[src/rtl/stream_mux_arbiter_pkg.sv]
// Shared constants and helpers for the stream mux/arbiter slice.
// Imported by the top and the round-robin picker.
package stream_mux_arbiter_pkg;

  localparam logic MODE_FIXED = 1'b0;
  localparam logic MODE_RR    = 1'b1;

  function automatic int clog2(input int v);
    int r;
    r = 0;
    while ((1 << r) < v) r++;
    return r;
  endfunction

endpackage

[src/rtl/rr_grant_picker.sv]
// Round-robin grant picker: first set request at or after ptr.
// Pure combinational rotate-then-priority-encode.
module rr_grant_picker
  import stream_mux_arbiter_pkg::*;
#(
  parameter int M    = 4,
  parameter int SELW = $clog2(M)
) (
  input  logic [M-1:0]    req,
  input  logic [SELW-1:0] ptr,
  output logic            found,
  output logic [SELW-1:0] idx
);

  logic [2*M-1:0] dbl;
  logic [M-1:0]   rot;
  logic [SELW:0]  sum;

  assign dbl = {req, req} >> ptr;
  assign rot = dbl[M-1:0];

  // Scan high to low so the lowest rotated hit wins.
  always_comb begin
    found = 1'b0;
    idx   = '0;
    sum   = '0;
    for (int j = M - 1; j >= 0; j--) begin
      if (rot[j]) begin
        sum = {1'b0, ptr} + (SELW + 1)'(j);
        if (sum >= (SELW + 1)'(M))
          sum = sum - (SELW + 1)'(M);
        found = 1'b1;
        idx   = sum[SELW-1:0];
      end
    end
  end

endmodule

[src/rtl/stream_mux_arbiter.sv]
// M-channel valid/ready stream mux with fixed or round-robin grant
// and a single registered output stage.
module stream_mux_arbiter
  import stream_mux_arbiter_pkg::*;
#(
  parameter int N    = 8,
  parameter int M    = 4,
  parameter int SELW = $clog2(M)
) (
  input  logic            clk,
  input  logic            resetn,
  input  logic            mode,
  input  logic [SELW-1:0] sel,
  input  logic [M*N-1:0]  y,
  input  logic [M-1:0]    y_valid,
  output logic [M-1:0]    y_ready,
  output logic [N-1:0]    f,
  output logic            f_valid,
  input  logic            f_ready,
  output logic [SELW-1:0] f_ch
);

  logic [SELW-1:0] ptr;
  logic            rr_found;
  logic [SELW-1:0] rr_idx;
  logic            fx_found;
  logic            grant_found;
  logic [SELW-1:0] g;
  logic [SELW-1:0] gi;
  logic [SELW-1:0] nxt_ptr;
  logic            load;
  logic            fire;
  logic [N-1:0]    din;

  rr_grant_picker #(
    .M    (M),
    .SELW (SELW)
  ) u_pick (
    .req   (y_valid),
    .ptr   (ptr),
    .found (rr_found),
    .idx   (rr_idx)
  );

  // Out-of-range sel matches no k, so it never grants.
  always_comb begin
    fx_found = 1'b0;
    for (int k = 0; k < M; k++)
      if (sel == SELW'(k) && y_valid[k])
        fx_found = 1'b1;
  end

  always_comb begin
    grant_found = 1'b0;
    g           = '0;
    unique case (mode)
      MODE_FIXED: begin
        grant_found = fx_found;
        g           = sel;
      end
      MODE_RR: begin
        grant_found = rr_found;
        g           = rr_idx;
      end
      default: ;
    endcase
  end

  assign load = !f_valid || f_ready;
  assign fire = resetn && load && grant_found;

  assign y_ready = fire
    ? ({{(M-1){1'b0}}, 1'b1} << g)
    : '0;

  assign gi  = grant_found ? g : '0;
  assign din = y[int'(gi)*N +: N];

  assign nxt_ptr = (g == SELW'(M - 1))
    ? '0
    : g + 1'b1;

  always_ff @(posedge clk) begin
    if (!resetn) begin
      f       <= '0;
      f_valid <= 1'b0;
      f_ch    <= '0;
      ptr     <= '0;
    end else if (fire) begin
      f       <= din;
      f_ch    <= g;
      f_valid <= 1'b1;
      if (mode == MODE_RR)
        ptr <= nxt_ptr;
    end else if (f_ready) begin
      f_valid <= 1'b0;
    end
  end

endmodule
[config.mk]
export PLATFORM = sky130hd
export DESIGN_NAME = stream_mux_arbiter
export DESIGN_NICKNAME = d
export VERILOG_FILES = /design/src/rtl/stream_mux_arbiter_pkg.sv /design/src/rtl/rr_grant_picker.sv /design/src/rtl/stream_mux_arbiter.sv
export SDC_FILE = /design/constraint.sdc
export NUM_CORES = 1
export LEC_CHECK = 0
export ABC_CLOCK_PERIOD_IN_PS = 5400
export CORE_ASPECT_RATIO = 0.9
export CORE_MARGIN = 3
export CORE_UTILIZATION = 50
export DETAILED_ROUTE_END_ITERATION = 6
export DONT_BUFFER_PORTS = 1
export GPL_ROUTABILITY_DRIVEN = 0
export SYNTH_ARGS = -nofsm -noshare
export SYNTH_HDL_FRONTEND = slang
export SYNTH_HIERARCHICAL = 1
export SYNTH_SLANG_ARGS = --single-unit
export TNS_END_PERCENT = 50
[constraint.sdc]
create_clock -name clk -period 5.4 [get_ports clk]
set_input_delay 1.08 -clock clk [delete_from_list [all_inputs] [get_ports clk]]
set_output_delay 1.08 -clock clk [all_outputs]
set_load 0.1 [all_outputs]
==> flow_summary.ini <==
[clock_network]
post_cts_buffers = 0
clk_latency_ns = 0.27
cts_tree = done
root_buffer = clkbuf_4
clockBufferDepth = 2
cts_made_buffers = 3
numClockSinks = 13
cts_resized = 0
ctsHoldBuffers = 0
h-tree-depth = 1
clk_pin_slew_ns = 0.08

[synth]
synth_simple_gate_area_share = 0.275
synth_area_leaders = dfxtp_1 (26%), nand2_1 (8.5%), o221ai_1 (6.1%)
synth_area_mm2 = 0.00101
seq_area_frac_synth = 0.257
synth_top_family_by_area = simple AND/OR/NAND/NOR gates
synth.largest_area_cell = dfxtp_1
synth_warnings = 6
synth.avg_cell_area_um2 = 7.96
synth_seq_cells = 13
yosysTopAreaCellShare = 0.257
synth.distinct_cells = 32
synthAdderAreaFrac = 0.0495
synthXorXnorAreaFrac = 0
synthCells = 127
syn-num-nets = 173
synth_compound_area_frac = 0.239
muxShareOfSynthArea = 0.0743

[power]
peakVddDrop_uv = 151
power-per-cell-area_mw_per_mm2 = 351
leakagePower_nw = 0.424
power_mw = 0.356

[critical_path]
worstPathRequired_ns = 4.32
startpoint_type = input pin
cp_slowest_cell = and2_2
path_cells = inv_1 > a221o_1 > a21oi_1 > mux2i_4 > inv_2 > ha_1 > and2_2
critPathMaxFanout = 17
worst-setup-path-type = input pin to primary output
end_kind = primary output
slowest_delay_ns = 0.49
path_delay_family = compound AO/OA/AOI/OAI gates
crit_buf_inv = 2
cp.arrival_ns = 2.89

[drt]
drc = 0
firstDrtPassIters = 4
drtIter0Drc = 17
vias = 911
drtAntennaViolNets = 0
routed_wl_um = 2530
post_drt_wl_per_cell_um = 17.0
vias_per_cell = 6.11

[timing]
slew_headroom = 0.349
fin_ws_ns = 1.43
post-route-min-period_ns = 3.97
hold_viol_final = 0
period_share = 0.734
worst_clock_skew_ns = 0.0131
setup_viol = 0
drv_slew = 0
tns_ns = 0
max_freq_mhz = 252
worst_pin_slew_ns = 0.975
grt_setup_unrepaired = no

[floorplan]
core_mm2 = 0.00179
die_h_um = 48.7
initial_core_util = 0.566
die_area_mm2 = 0.00260
num_rows = 14
die_w_um = 53.4
io_pins = 57

[placement]
dp_hpwl_um = 2010
dpl_worst_slack_ns = 1.46
dpl_cell_area_um2 = 987
port_buffers = 0

[global_routing]
grt_use_total = 0.200
grt_pass1_wl_um = 3950
first_global_vias = 822
antenna_found_initial = 0
grt_max_degree = 21
grt-ovfl-total = 0

[cells_and_area]
final_nets = 172
antennaDiodeCount = 0
layout_commonest_cell = nand2_1
finalInstanceArea_mm2 = 0.00101
fillers = 175
drive_gt1_frac = 0.136
syn_to_final_growth_pct = 0.247
most-common-layout-cells = nand2_1 (23), dfxtp_1 (13), inv_1 (12)

[run_status]
status = completed

[min_path]
hp-class = flip-flop to flip-flop

[flow_run]
cap_violations = 0
-- worst paths after layout --
check                                start          to  slack [ns]  depth (start not counted)
worst min-delay path                ptr[1]      ptr[1]        0.53                          2
worst min register to register      ptr[1]      ptr[1]        0.53                          2
worst max register to register      ptr[0]        f[7]        3.17                          8
worst max-delay path            y_valid[1]  y_ready[3]        1.43                          7
-- sequential cells by signal (all words and copies together), names as in the netlist --
register  flops
f             8
f_ch          2
f_valid       1
ptr           2
-- power by group --
part	internal [mW]	switching, mW
logic	0.0323	0.0630
registers	0.109	0.0907
clock network	0.0285	0.0326
-- synthesized netlist by cell type, drive strengths merged --
| cell type | number |
|---|---|
| nand2 | 23 |
| o221ai | 7 |
| and2b | 1 |
| o21ai | 11 |
| a221o | 1 |
| nand3 | 7 |
| a21oi | 4 |
| and2 | 4 |
| and4 | 1 |
| nor2 | 3 |
| or2b | 2 |
| nor4b | 1 |
| nand2b | 1 |
| dfxtp | 13 |
| ha | 4 |
| nand4 | 1 |
| a31o | 1 |
| mux2i | 5 |
| buf | 5 |
| and3 | 1 |
| a31oi | 6 |
| clkbuf | 1 |
| a21boi | 1 |
| nor3 | 6 |
| inv | 14 |
| a22oi | 1 |
| a222oi | 2 |
-- logic make-up after synthesis --
family / count (synthesis)
buf+inv: 20
mux: 5
compound gates: 34
flops: 13
simple gates: 51
fa+ha+maj: 4
-- through the flow --
stage | util | cells | hold WS, ns
after floorplan | - | 127 | 0.475
after global routing | 0.567 | 149 | 0.568
after detailed placement | 0.553 | 145 | 0.513
after CTS | 0.567 | 149 | 0.527
final | 0.567 | 149 | 0.533
after global placement | 0.553 | 145 | 0.510
-- per-layer routing --
metal,vias up,GRT usage,share of wire
met5,-,0,0
met4,0,0.0255,0
met3,0,0.0706,0.12
met2,46,0.290,0.44
met1,416,0.289,0.44
li1,449,-,-
-- worst min-delay path, cell delays in order (launching register included) --
cell,delay [ns]
dfxtp_1,0.36
nand2_1,0.07
mux2i_1,0.06
-- final cells by class --
| type | instances | area, um2 | area share |
|---|---|---|---|
| clock buffers | 4 | 26.3 | 0.0259 |
| multi-input cells | 94 | 644 | 0.636 |
| well taps | 24 | 30.0 | 0.0296 |
| flip-flops and latches | 13 | 260 | 0.257 |
| inverters | 14 | 52.6 | 0.0519 |
Note: power is estimated with default switching activity, not from simulation.
